### src/rtl/ex_operand_stage.sv
`default_nettype none
// +----------------------------------------------------------------------------+
// | Module      : ex_operand_stage                                             |
// | Description : EX operand register with forwarding, load-use hazard and     |
// |               writeback snoop. Optional macro: EX_OPERAND_FORWARDING_EN.    |
// | Revision    : 1.0 - initial release                                        |
// +----------------------------------------------------------------------------+

package lc3b_types;
    typedef enum logic [2:0] {
        alu_add  = 3'd0,
        alu_and  = 3'd1,
        alu_not  = 3'd2,
        alu_pass = 3'd3,
        alu_sll  = 3'd4,
        alu_srl  = 3'd5,
        alu_sra  = 3'd6
    } lc3b_aluop;
endpackage

module ex_operand_stage
    import lc3b_types::*;
(
    input  logic        clk,
    input  logic        rst,
    // ID stage
    input  logic        id_valid,
    input  lc3b_aluop   id_aluop,
    input  logic [2:0]  id_sr1,
    input  logic [2:0]  id_sr2,
    input  logic [15:0] id_sr1_val,
    input  logic [15:0] id_sr2_val,
    input  logic        id_use_imm,
    input  logic [15:0] id_imm,
    input  logic [2:0]  id_dest,
    input  logic        id_regwrite,
    input  logic        id_is_load,
    output logic        id_ready,
    // control
    input  logic        flush,
    input  logic        mem_stall,
    // forwarding sources
    input  logic        exmem_valid,
    input  logic        exmem_regwrite,
    input  logic        exmem_is_load,
    input  logic [2:0]  exmem_dest,
    input  logic [15:0] exmem_result,
    input  logic        memwb_valid,
    input  logic        memwb_regwrite,
    input  logic [2:0]  memwb_dest,
    input  logic [15:0] memwb_result,
    // EX outputs
    output logic        ex_valid,
    output lc3b_aluop   ex_aluop,
    output logic [15:0] ex_a,
    output logic [15:0] ex_b,
    output logic [2:0]  ex_dest,
    output logic        ex_regwrite,
    output logic        ex_is_load
);

    logic        r_valid;
    lc3b_aluop   r_aluop;
    logic [2:0]  r_sr1;
    logic [2:0]  r_sr2;
    logic [15:0] r_sr1_val;
    logic [15:0] r_sr2_val;
    logic        r_use_imm;
    logic [15:0] r_imm;
    logic [2:0]  r_dest;
    logic        r_regwrite;
    logic        r_is_load;

    logic        w_ex_wr;
    logic        w_wb_wr;
    logic        w_ex_m1;
    logic        w_ex_m2;
    logic        w_wb_m1;
    logic        w_wb_m2;
    logic        w_hazard;
    logic        w_adv;
    logic [15:0] w_a;
    logic [15:0] w_b_src;

    assign w_ex_wr = exmem_valid & exmem_regwrite;
    assign w_wb_wr = memwb_valid & memwb_regwrite;

    // Matches are gated by r_valid so an empty register never forwards or stalls.
    assign w_ex_m1 = r_valid & w_ex_wr & (exmem_dest == r_sr1);
    assign w_ex_m2 = r_valid & ~r_use_imm & w_ex_wr & (exmem_dest == r_sr2);
    assign w_wb_m1 = r_valid & w_wb_wr & (memwb_dest == r_sr1);
    assign w_wb_m2 = r_valid & ~r_use_imm & w_wb_wr & (memwb_dest == r_sr2);

`ifdef EX_OPERAND_FORWARDING_EN
    assign w_hazard = exmem_is_load & (w_ex_m1 | w_ex_m2);

    always_comb begin
        w_a     = r_sr1_val;
        w_b_src = r_sr2_val;
        if (w_ex_m1 & ~exmem_is_load) begin
            w_a = exmem_result;
        end else if (w_wb_m1) begin
            w_a = memwb_result;
        end
        if (w_ex_m2 & ~exmem_is_load) begin
            w_b_src = exmem_result;
        end else if (w_wb_m2) begin
            w_b_src = memwb_result;
        end
    end
`else
    // Without forwarding, wait until the producer has left both later stages;
    // the writeback snoop captures the value on its way through MEM/WB.
    assign w_hazard = w_ex_m1 | w_ex_m2 | w_wb_m1 | w_wb_m2;
    assign w_a      = r_sr1_val;
    assign w_b_src  = r_sr2_val;

    logic w_unused_fwd;
    assign w_unused_fwd = ^{exmem_is_load, exmem_result};
`endif

    assign w_adv    = ~mem_stall & (~r_valid | ~w_hazard);
    assign id_ready = w_adv & ~flush;

    always_ff @(posedge clk) begin
        if (rst) begin
            r_valid    <= 1'b0;
            r_aluop    <= alu_add;
            r_sr1      <= 3'd0;
            r_sr2      <= 3'd0;
            r_sr1_val  <= 16'd0;
            r_sr2_val  <= 16'd0;
            r_use_imm  <= 1'b0;
            r_imm      <= 16'd0;
            r_dest     <= 3'd0;
            r_regwrite <= 1'b0;
            r_is_load  <= 1'b0;
        end else if (flush) begin
            r_valid <= 1'b0;
        end else if (w_adv) begin
            r_valid    <= id_valid;
            r_aluop    <= id_aluop;
            r_sr1      <= id_sr1;
            r_sr2      <= id_sr2;
            r_sr1_val  <= id_sr1_val;
            r_sr2_val  <= id_sr2_val;
            r_use_imm  <= id_use_imm;
            r_imm      <= id_imm;
            r_dest     <= id_dest;
            r_regwrite <= id_regwrite;
            r_is_load  <= id_is_load;
        end else begin
            if (w_wb_wr && (memwb_dest == r_sr1)) begin
                r_sr1_val <= memwb_result;
            end
            if (w_wb_wr && (memwb_dest == r_sr2)) begin
                r_sr2_val <= memwb_result;
            end
        end
    end

    assign ex_valid    = r_valid & ~w_hazard;
    assign ex_aluop    = r_aluop;
    assign ex_a        = w_a;
    assign ex_b        = r_use_imm ? r_imm : w_b_src;
    assign ex_dest     = r_dest;
    assign ex_regwrite = r_regwrite;
    assign ex_is_load  = r_is_load;

endmodule

`default_nettype wire
### config.mk
export PLATFORM = sky130hd
export DESIGN_NAME = ex_operand_stage
export DESIGN_NICKNAME = d
export VERILOG_FILES = /design/src/rtl/ex_operand_stage.sv
export SDC_FILE = /design/constraint.sdc
export NUM_CORES = 1
export LEC_CHECK = 0
export CORE_MARGIN = 2
export CORE_UTILIZATION = 40
export CTS_BUF_LIST = sky130_fd_sc_hd__clkbuf_8 sky130_fd_sc_hd__clkbuf_16
export DETAILED_ROUTE_END_ITERATION = 8
export HOLD_SLACK_MARGIN = 0.12
export PLACE_DENSITY = 0.86
export RECOVER_POWER = 25
export SLEW_MARGIN = 20
export SYNTH_ARGS = -nofsm -noshare
export SYNTH_HDL_FRONTEND = slang
export SYNTH_SLANG_ARGS = --single-unit
### constraint.sdc
create_clock -name clk -period 4.5 [get_ports clk]
set_input_delay 0.45 -clock clk [delete_from_list [all_inputs] [get_ports clk]]
set_output_delay 0.45 -clock clk [all_outputs]
set_load 0.005 [all_outputs]
After elaboration in Yosys (flattened, before gate mapping) --
Index checks and enable logic that the tools add are counted. Widths: inputs -> output; s select.
Storage, ports and cells: input port bits 111, logic and storage cells 51, bits in registers 64
Cells by class: reductions and logical operators 8, mux-type cells 5, equality and inequality tests 4, bitwise logic cells 23
Operator list (number):
- $mux 16 | 5
- $and 1x1->1 | 14
- $eq 3x3->1 | 4
- $reduce_and 2->1 | 3
- $not 1->1 | 5
- $or 1x1->1 | 4
- $reduce_bool 2->1 | 2
- $logic_and 1x1->1 | 2
- $reduce_or 2->1 | 1

Depth between registers and ports, before layout --
depth after elaboration 12, gate-level depth with buffers 8, depth with buffers taken out 5

Worst setup path after synthesis --
No wires, ideal clock.
kind input port to output port, from input exmem_dest[0], to output ex_valid, setup slack 2.238 ns, stages 7, data required time 4.050 ns, arrival 1.812 ns, path through xor2_1 > nor4_1 > o2111ai_1 > clkbuf_1 > clkbuf_1 > nand2_1 > nor2_1
On the way: longest elaborated chain between the ends 7
RTL lines:
- from (decl) | line 46 | input logic [2:0] exmem_dest,
- $eq 3x3->1 (on tied branches) | line 89, 90
- $and 1x1->1 (on tied branches) | line 89, 90
- $or 1x1->1 * (3 in a row) | line 114 | assign w_hazard = w_ex_m1 | w_ex_m2 | w_wb_m1 | w_wb_m2;
- $not 1->1 * | line 162 | assign ex_valid = r_valid & ~w_hazard;
- $and 1x1->1 * | line 162
- to (decl) | line 53 | output logic ex_valid,
Every way passes the cells marked *; elsewhere a longest branch is shown, timed or not.

Final worst setup path --
Ends and elaborated chain as after synthesis.

==> run summary <==
syn_nets = 515
fraction of layout cells with a size suffix above 1 = 11.1%
Die Span Y = 98.8 um
Max Transition Viols Final = 0
min-delay worst type = flip-flop to flip-flop
CP arrival = 2.83 ns
via count = 3859
gpl congestion = 0.846
clock sinks = 64
Max VDD drop = 0.000193 V
Main synth FF type = dfxtp_1
critical path class = primary input to output port
Clock Latency Late Sink = 0.35 ns
syn avg cell area = 8.90 um2
vias in the first global route = 3689
Critical Path Max Stage Delay = 0.59 ns
Distinct cells, synth = 34
CTS Buffer Depth = 2
Leak = 1.99 nW
global-route usage over all layers = 23.6%
async set-reset flop share out of synthesis = 0%
number of synthesized flops with an enable pin = 0
Core Region = 8720 um2
minimum clock period = 3.28 ns
worst path cell trace = clkdlybuf4s50_1, xor2_1, nor4_1, o2111ai_4, buf_4, nand2_1, nor2_1, clkdlybuf4s50_1
critical path's top delay family = buffers and inverters
Yosys Warn Count = 0
Mapped Cells = 404
CP startpoint kind = primary input
ant diodes = 0
CTS resizes = 0
FF-to-FF setup slack = 1.77 ns
drt first pass iters = 5
hold_buf cts = 0
Area growth syn-to-layout = 42.7%
CTS Buf Count = 9
Die Width = 98.8 um
Routed WL = 11.9 mm
Worst-path clk slew = 0.06 ns
DR WL/cell = 19.5 um
DR vias/cell = 6.31
Fmax = 305 MHz
final net count = 610
CTS tree = done
root buffer cell = clkbuf_8
clock skew = 0.0119 ns
CP Capture Type = output port
Initial Util = 41.2%
Max Cap Viol = 0
Detail Route Antenna Nets = 0
largest net degree at the start of global routing = 79
setup violators final = 0
Filler Cell Count = 750
Row Count = 34
Synth Cell Area = 3600 um2
post-layout util = 58.9%
CP dominant cell by count = clkdlybuf4s50_1
number of I/O port buffers = 135
Die Area = 9770 um2
first-pass GRT wire length = 18.6 mm
setup TNS = 0 ns
post-route cell area = 5130 um2
post-route clock period utilization = 72.8%
status = completed
Crit-path slowest cell = nor4_1
Hold Vio Cnt, Final = 0
unrepaired setup endpoints after global routing = false
Post-DP Area = 4930 um2
#FFs+latches synth = 64
pre-CTS setup slack = 1.23 ns
residual DRC count = 0
H-tree depth = 3
register area share after synthesis = 35.6%
hold_ws = 0.468 ns
worst-path fanout max = 34
Slew Limit Headroom = 30.6%
Post-CTS Setup Inserts = 0
I/O Pins = 153
PnR worst setup slack = 1.22 ns
DP Wirelength = 8.03 mm
CP required = 4.05 ns
detailed router's first-iteration violation count = 207
number of antenna violations at the first check in global routing = 0
worst slew pin tran = 1.04 ns
global route total overflow = 0
PwrDens = 279 nW/um2
sum of buffers and inverters on the critical path = 3
==> report_power, final <==
part | internal (W) | switching [W]
clock | 0.000284 | 0.000233
sequential | 0.000601 | 0.0000222
combinational | 0.000169 | 0.000120
total | 0.00105 | 0.000375
==> cell families (layout without fill, tap and decap cells) <==
group,after synthesis,in the layout,synth area share (%)
AO/OA/AOI/OAI,164,164,35.3
buffers and inverters,65,165,7.72
flip-flops,64,64,35.6
multiplexers,16,16,5.01
XOR/XNOR,12,12,2.92
AND/OR/NAND/NOR,83,83,13.5
==> layout make-up <==
| type | instances | area, um2 | share of cell area [%] |
|---|---|---|---|
| Clock buffer | 11 | 151 | 2.95 |
| Multi-Input combinational cell | 275 | 2070 | 40.3 |
| Inverter | 2 | 7.51 | 0.146 |
| Tap cell | 108 | 135 | 2.63 |
| Sequential cell | 64 | 1280 | 25.0 |
| Timing Repair Buffer | 147 | 1440 | 28.0 |
| Clock inverter | 5 | 55.1 | 1.07 |
==> worst min-delay path, stage by stage (launching register included) <==
cell     delay, ns
dfxtp_1       0.31
o31ai_1       0.06
a21oi_1       0.06
==> Yosys cell counts, types with 3 or more instances <==
library cell	instances	area (um2)
dfxtp_1	64	1280
o31ai_1	48	360
nand4_1	47	294
clkbuf_1	42	158
a21oi_1	31	155
a311oi_1	18	158
a211oi_1	16	120
mux2_2	16	180
nor3_1	16	80.1
a31oi_1	15	93.8
o211a_1	14	140
buf_2	12	60.1
xor2_1	12	105
a311o_1	11	110
buf_1	7	26.3
nor2_1	6	22.5
nor4_1	5	31.3
a311o_2	3	33.8
nand2_1	3	11.3
==> final timing paths <==
kind / to / cells after the start / from
worst max-delay path: ex_valid / 8 / exmem_dest[0]
worst min-delay path: r_imm[15] / 2 / r_imm[15]
worst max register to register: ex_a[3] / 6 / r_sr2[0]
worst min register to register: r_imm[15] / 2 / r_imm[15]
==> state kept, by name (all words and copies together) (netlist names), 3 cells and up <==
name,flops
r_imm,16
r_sr1,3
ex_aluop,3
ex_dest,3
ex_a,16
r_sr2_val,16
r_sr2,3
==> routing by layer <==
layer	GRT usage, %	up-vias	wire [um]
li1	-	1817	-
met1	29.6	1847	5060
met2	40.2	187	5860
met3	7.30	8	968
met4	4.32	0	53
met5	0	-	0
==> layout by cell type, fill, tap and decap left out, types with 2 or more instances in the layout <==
cell type        instances
clkbuf_8                11
nand2_1                  2
dfxtp_1                 64
nor3_1                  16
or2_1                    2
clkdlybuf4s50_1        109
a211oi_1                16
a311oi_1                18
o21ai_0                  2
o31ai_1                 48
inv_1                    2
mux2_2                  16
nor4_1                   5
buf_4                   12
clkinvlp_4               2
a21oi_1                 31
clkinv_2                 2
dlygate4sd3_1           25
nand4_1                 47
o211a_1                 14
a311o_1                 11
xor2_1                  12
a31oi_1                 15
nor2_1                   5
a311o_2                  3
==> through the flow <==
step | power (W) | std cells
3_3_place_gp | 0.000920 | 596
2_1_floorplan | 0.000757 | 404
6_report | 0.00143 | 612
3_5_place_dp | 0.000929 | 596
4_1_cts | 0.00144 | 612
5_1_grt | 0.00149 | 612
(Power assumes the default switching activity.)
